==> src/rtl/ysyx_24100006_axi_rd_arbiter.sv <==
// 2-to-1 AXI read arbiter (IFU bursts, LSU single beats) in front of ysyx_24100006_axi.
// Define ARB_RR_EN to replace fixed LSU priority with round-robin on simultaneous requests.
module ysyx_24100006_axi_rd_arbiter #(
    parameter int unsigned ADDR_W = 32,
    parameter int unsigned DATA_W = 32
) (
    input  logic              clk,
    input  logic              reset,

    input  logic              ifu_arvalid_i,
    output logic              ifu_arready_o,
    input  logic [ADDR_W-1:0] ifu_araddr_i,
    input  logic [7:0]        ifu_arlen_i,
    output logic              ifu_rvalid_o,
    input  logic              ifu_rready_i,
    output logic [DATA_W-1:0] ifu_rdata_o,
    output logic [1:0]        ifu_rresp_o,
    output logic              ifu_rlast_o,

    input  logic              lsu_arvalid_i,
    output logic              lsu_arready_o,
    input  logic [ADDR_W-1:0] lsu_araddr_i,
    input  logic [2:0]        lsu_arsize_i,
    output logic              lsu_rvalid_o,
    input  logic              lsu_rready_i,
    output logic [DATA_W-1:0] lsu_rdata_o,
    output logic [1:0]        lsu_rresp_o,

    output logic              axi_arvalid_o,
    input  logic              axi_arready_i,
    output logic [ADDR_W-1:0] axi_araddr_o,
    output logic [7:0]        axi_arlen_o,
    output logic [2:0]        axi_arsize_o,
    input  logic              axi_rvalid_i,
    output logic              axi_rready_o,
    input  logic [DATA_W-1:0] axi_rdata_i,
    input  logic [1:0]        axi_rresp_i,
    input  logic              axi_rlast_i
);

    localparam int unsigned SIZE_W   = 3;
    localparam int unsigned LEN_W    = 8;
    localparam logic [SIZE_W-1:0] IFU_SIZE = SIZE_W'($clog2(DATA_W / 8));

    typedef enum logic [1:0] {
        IDLE    = 2'd0,
        GNT_IFU = 2'd1,
        GNT_LSU = 2'd2
    } state_t;

    state_t state;
    state_t state_nxt;
    logic   ar_done;
    logic   any_req;
    logic   pick_lsu;
    logic   ar_hs;
    logic   r_last_hs;

    assign any_req   = ifu_arvalid_i | lsu_arvalid_i;
    assign ar_hs     = axi_arvalid_o & axi_arready_i;
    assign r_last_hs = axi_rvalid_i & axi_rready_o & axi_rlast_i;

`ifdef ARB_RR_EN
    // last_lsu == 0 means the IFU held the most recent grant
    logic last_lsu;

    always_ff @(posedge clk) begin
        if (reset) begin
            last_lsu <= 1'b0;
        end else if (state == IDLE && any_req) begin
            last_lsu <= pick_lsu;
        end
    end

    assign pick_lsu = lsu_arvalid_i & (~ifu_arvalid_i | ~last_lsu);
`else
    assign pick_lsu = lsu_arvalid_i;
`endif

    // State register
    always_ff @(posedge clk) begin
        if (reset) begin
            state <= IDLE;
        end else begin
            state <= state_nxt;
        end
    end

    // Next-state: grant on any request, release after the last R beat
    always_comb begin
        state_nxt = state;
        case (state)
            IDLE: begin
                if (any_req) begin
                    state_nxt = pick_lsu ? GNT_LSU : GNT_IFU;
                end
            end
            GNT_IFU, GNT_LSU: begin
                if (r_last_hs) begin
                    state_nxt = IDLE;
                end
            end
            default: state_nxt = IDLE;
        endcase
    end

    // AR is issued once per grant; a master still holding arvalid is ignored afterwards
    always_ff @(posedge clk) begin
        if (reset) begin
            ar_done <= 1'b0;
        end else if (state == IDLE) begin
            ar_done <= 1'b0;
        end else if (ar_hs) begin
            ar_done <= 1'b1;
        end
    end

    // Read data and response are broadcast; only rvalid is steered
    assign ifu_rdata_o = axi_rdata_i;
    assign ifu_rresp_o = axi_rresp_i;
    assign lsu_rdata_o = axi_rdata_i;
    assign lsu_rresp_o = axi_rresp_i;

    // Channel muxing driven by the current grant
    always_comb begin
        axi_arvalid_o = 1'b0;
        axi_araddr_o  = '0;
        axi_arlen_o   = '0;
        axi_arsize_o  = '0;
        axi_rready_o  = 1'b0;
        ifu_arready_o = 1'b0;
        ifu_rvalid_o  = 1'b0;
        ifu_rlast_o   = 1'b0;
        lsu_arready_o = 1'b0;
        lsu_rvalid_o  = 1'b0;
        case (state)
            GNT_IFU: begin
                axi_arvalid_o = ifu_arvalid_i & ~ar_done;
                axi_araddr_o  = ifu_araddr_i;
                axi_arlen_o   = ifu_arlen_i;
                axi_arsize_o  = IFU_SIZE;
                ifu_arready_o = axi_arready_i & ~ar_done;
                ifu_rvalid_o  = axi_rvalid_i;
                axi_rready_o  = ifu_rready_i;
                ifu_rlast_o   = axi_rlast_i;
            end
            GNT_LSU: begin
                axi_arvalid_o = lsu_arvalid_i & ~ar_done;
                axi_araddr_o  = lsu_araddr_i;
                axi_arlen_o   = LEN_W'(0);
                axi_arsize_o  = lsu_arsize_i;
                lsu_arready_o = axi_arready_i & ~ar_done;
                lsu_rvalid_o  = axi_rvalid_i;
                axi_rready_o  = lsu_rready_i;
            end
            default: begin
            end
        endcase
    end

endmodule

==> config.mk <==
export PLATFORM = sky130hd
export DESIGN_NAME = ysyx_24100006_axi_rd_arbiter
export DESIGN_NICKNAME = d
export VERILOG_FILES = /design/src/rtl/ysyx_24100006_axi_rd_arbiter.sv
export SDC_FILE = /design/constraint.sdc
export NUM_CORES = 1
export LEC_CHECK = 0
export ABC_AREA = 1
export BUFFER_PORTS_ARGS = -buffer_cell sky130_fd_sc_hd__buf_2
export CAP_MARGIN = 20
export CORE_AREA = 2 2 92 94
export CTS_CLUSTER_DIAMETER = 30
export DETAILED_ROUTE_END_ITERATION = 10
export DIE_AREA = 0 0 94 96
export PLACE_DENSITY = 0.66
export SYNTH_ARGS = -nofsm -noshare
export SYNTH_HDL_FRONTEND = slang
export SYNTH_SLANG_ARGS = --single-unit
==> constraint.sdc <==
create_clock -name clk -period 1.1 [get_ports clk]
set_input_delay 0.055 -clock clk [delete_from_list [all_inputs] [get_ports clk]]
set_output_delay 0.055 -clock clk [all_outputs]
set_load 0.1 [all_outputs]
# ---- Word level (Yosys, flattened, before mapping)
# Index checks and enable logic that the tools add are counted.
dict set report word_totals {
  ff_bits 3
  in_bits 118
  out_inout_bits 118
  word_cells 32
}
dict set report op_classes {
  n_eq_ne 4
  muxes 14
  bitwise 8
  n_reduce_logical 4
}
# op n
set ops {}
lappend ops {{$pmux W32 S2} 1}
lappend ops {{$mux W8} 1}
lappend ops {{$and A1 B1 Y1} 6}
lappend ops {{$mux W2} 3}
lappend ops {{$pmux W3 S2} 1}
lappend ops {{$mux W1} 5}
lappend ops {{$ne A2 B2 Y1 const B} 2}
lappend ops {{$pmux W1 S2} 2}
lappend ops {{$pmux W2 S2} 1}
lappend ops {{$reduce_or A2 Y1} 2}
lappend ops {{$eq A2 B1 Y1 const B} 1}
lappend ops {{$eq A2 B2 Y1 const B} 1}
lappend ops {{$logic_not A2 Y1} 1}
lappend ops {{$reduce_and A2 Y1} 1}
lappend ops {{$not A1 Y1} 1}
lappend ops {{$or A1 B1 Y1} 1}

# ---- Depth between registers and ports, before layout
dict set report logic_depth {
  depth_word 6
  ltp_mapped 10
  ltp_nobuf 9
}

# ---- Least setup slack after synthesis
# OpenSTA, ideal clock, no wires.
dict set report synth_path {
  path_kind {register -> output}
  start {reg state[1]}
  end {out axi_araddr_o[10]}
  t_arrival_ps 2440
  required_ps 1045
  setup_slack_ps -1395
  path_stages_with_launch 6
  n_path_buf 1
  path_cell_list {dfxtp_1 > inv_1 > ha_1 > inv_2 > buf_2 > a21oi_1}
}
dict set report synth_via {
  elab_chain_len 2
  elab_cells_between_ends 3
  classes_between {eq/ne: 2; mux: 1}
}
# element line
set synth_lines {}
lappend synth_lines {{start: declaration} 51} ;# state_t state;
lappend synth_lines {{start signal: assignment} 85} ;# state <= state_nxt;
lappend synth_lines {{$eq A2 B2 Y1 or $eq A2 B1 Y1 (tied branches)} 136} ;# case (state)
lappend synth_lines {{$pmux W32 S2 *} 136}
lappend synth_lines {{end: declaration} 31} ;# output logic [ADDR_W-1:0] axi_araddr_o,
# Every way passes the cells marked *; elsewhere a longest branch is shown, timed or not.

# ---- Final worst setup path
dict set report layout_path {
  start {reg state[0]}
  end {out axi_araddr_o[18]}
}
# Same word-level chain as after synthesis.

==> flow_summary_export.csv <==
group,metric,value,unit
outcome,outcome,"finished with violations",
outcome,violations,"setup timing",
timing,fmax,641,MHz
floorplan,start_util,17.0,%
layout,multi_input_area,1220,sq um
yosys,yosys.area_share.simple,29.2,%
cts,clock_sinks,3,
global_route,grt_util_met1,11.8,%
timing,finalCriticalPeriod,1.56,ns
global_route,grt_max_degree,24,
power,power_switching,6360,uW
detailed_routing,wl,5950,um
timing,finalHoldViolations,0,
setup_path,crit_path_start,"state[0]",
timing,setup_slack,-0.460,ns
yosys,syn_inst,246,
yosys,synth_top_family_by_area,"buffers and inverters",
global_route,grt_pass1_wl,8480,um
cts,cts_hold_buf,0,
floorplan,die_h,96,um
cts,insertion_delay,0.22,ns
timing,finalClockSkew,0.00559,ns
yosys,syn_avg_cell_area,5.56,sq um
yosys,yosysSeqAreaShare,4.39,%
setup_path,cp_data_arrival_time,1.50,ns
yosys,ys.warnings.count,0,
cts,path_clk_slew,0.03,ns
setup_path,r2r_end,"state[1]",
power,combinationalPowerShare,94.9,%
yosys,synth.distinct_cells,18,
power,p_seq_share,1.9,%
setup_path,critPathCaptureType,"output pin",
yosys,muxShareOfSynthArea,0,%
power,power_density,3040,nW/um^2
yosys,synth_seq_cells,3,
setup_path,cp.required,1.04,ns
power,swShare,61.8,%
yosys,synth-xor-area-share,0,%
global_route,grt_pass1_vias,1766,
cts,cts_buffer_depth,2,
setup_path,reg2reg_depth,9,
global_route,busiest_layer,"met2",
timing,fin_hold_ws,0.0230,ns
detailed_routing,drt-initial-drc-count,22,
floorplan,coreArea,8050,sq um
setup_path,startpoint_type,"flop",
worst_hold_path,hold_path_class,"primary input to flop",
detailed_routing,dr.pass1.iters,4,
global_route,met2_usage,24.4,%
setup_path,r2r_start,"state[0]",
power,ir_drop,1520,uV
global_route,use_met3,2.58,%
timing,rsz0062_at_grt,"yes",
placed_design,port_buffers,133,
setup_path,crit_path_end,"axi_araddr_o[18]",
layout,drive_gt1_share,76.2,%
floorplan,placementRows,33,
cts,clk_root_buffer_cell,"clkbuf_8",
timing,fin_crit_sh,142,%
cts,tritoncts,"done",
timing,relSlewSlack,87.6,%
global_route,grt_usage,11.9,%
timing,report.final.slew_viol_count,0,
setup_path,r2r_setup_slack,-0.39,ns
timing,setup_viol,53,
layout,n_antenna_cell,0,
placed_design,place_inst,415,
setup_path,path_max_fanout,8,
cts,cts_buffers,3,
layout,final_nets,451,
job,maxCapViolations,0,
floorplan,dieWidth,94,um
detailed_routing,drc,0,
layout,nFillCells,783,
power,finalPower,10300,uW
placed_design,placed_cell_area,2970,sq um
cts,cts_htree_levels,1,
yosys,synth_area,1370,sq um
layout,fin_cells,433,
layout,synthToLayoutAreaGrowth,147,%
yosys,synth_adder_area_share,3.66,%
timing,worst_pin_slew,0.186,ns
layout,fin_area,3380,sq um
power,p_leak,0.00131,uW
yosys,syn_nets,368,
power,clock_power_share,3.1,%
setup_path,crit_type,"flop to output pin",
global_route,grt-ovfl-total,0,
floorplan,ios,236,
layout,utilization,42.0,%
detailed_routing,num_vias,1720,
detailed_routing,drtAntennaViolNets,0,
placed_design,gp_congestion,0.728,
detailed_routing,via_per_inst,3.97,
placed_design,dpl.hpwl,4350,um
detailed_routing,wl_per_cell,13.7,um
layout,seq_area,65.1,sq um
yosys,synth_compound_area_share,14.2,%
floorplan,fp.dieArea,9020,sq um
global_route,antenna_found_initial,0,
power,p_int,3930,uW
## synthesized netlist by cell type
cell type / n / area share [%]
o21ai_1: 1 / 0.37
nand2_2: 4 / 1.8
inv_2: 1 / 0.27
or2_2: 1 / 0.46
a21oi_2: 1 / 0.64
dfxtp_1: 3 / 4.4
inv_1: 21 / 5.8
nor2_1: 2 / 0.55
buf_4: 68 / 37
buf_2: 10 / 3.7
nand2_1: 87 / 24
and3_1: 1 / 0.46
ha_1: 4 / 3.7
buf_6: 2 / 1.6
nand2_4: 1 / 0.82
a21oi_1: 36 / 13
nand4_1: 1 / 0.46
nand3_1: 2 / 0.73
## sequential cells by signal, indices dropped and copies added, names as in the netlist
register and count:
ar_done 1, state 2
## worst max-delay path, cell delays in order (launching register included)
cell and delay (ns):
dfxtp_2 0.35, inv_4 0.06, ha_4 0.30, buf_12 0.17
inv_16 0.07, a21oi_4 0.14, buf_12 0.19
## worst min-delay path by stage
stage / from / to / slack [ns] / depth (start not counted)
after floorplan: reset / state[1] / 0.11 / 1
after global placement: axi_rdata_i[17] / ifu_rdata_o[17] / 0.11 / 0
after detailed placement: axi_rdata_i[17] / ifu_rdata_o[17] / 0.11 / 0
after global routing: reset / state[1] / 0.02 / 2
final: reset / state[1] / 0.02 / 2
after CTS: reset / state[1] / 0.02 / 2
## area by class of cell
cell class                 count  area share [%]
inverter                      22            4.51
clock buffer                   4            1.33
multi-input combinational    141            36.0
sequential                     3            1.92
timing repair inverter         3            1.66
timing repair buffer         155            50.6
tap                          105            3.88
## stage by stage
| step | setup WS (ns) | setup TNS (ns) |
|---|---|---|
| 2_1_floorplan | -0.402 | -17.29 |
| 5_1_grt | -0.508 | -24.16 |
| 4_1_cts | -0.464 | -20.63 |
| 6_report | -0.460 | -21.59 |
| 3_5_place_dp | -0.385 | -14.27 |
| 3_3_place_gp | -0.304 | -12.01 |
## routing by layer
| layer | vias to the layer above | wire, um |
|---|---|---|
| li1 | 850 | - |
| met1 | 799 | 1950 |
| met2 | 59 | 3550 |
| met3 | 12 | 353 |
| met4 | 0 | 98 |
| met5 | - | 0 |
## kinds of logic (layout without fill, tap and decap cells)
group / after synthesis / after routing
AO/OA/AOI/OAI: 38 / 38
AND/OR/NAND/NOR: 99 / 99
flip-flops: 3 / 3
adder cells (fa/ha/maj): 4 / 4
buffers and inverters: 102 / 184
## power groups by stage
stage | Combinational [uW] | Clock (uW) | Sequential [uW]
finish | 9770 | 324 | 198
global route | 10200 | 338 | 203
CTS | 9280 | 329 | 194
detailed placement | 8290 | 0 | 174
global placement | 8180 | 0 | 173
floorplan | 7280 | 0 | 173
## placed cells by master (no fill, tap or decap), drive strengths merged
cell,Yosys,routed
nor2,2,2
or2,1,1
inv,22,12
and3,1,1
clkinvlp,0,13
ha,4,4
clkbuf,0,5
nand4,1,1
nand2,92,92
nand3,2,2
a21oi,37,37
dfxtp,3,3
buf,80,154
o21ai,1,1
## repair_timing
item	CTS	global route
setup buffers	2	8
endpoints found under the setup margin	53	53
resized for setup	24	21
cloned	3	1
pin swaps	3	2
Note: power is estimated with default switching activity, not from simulation.
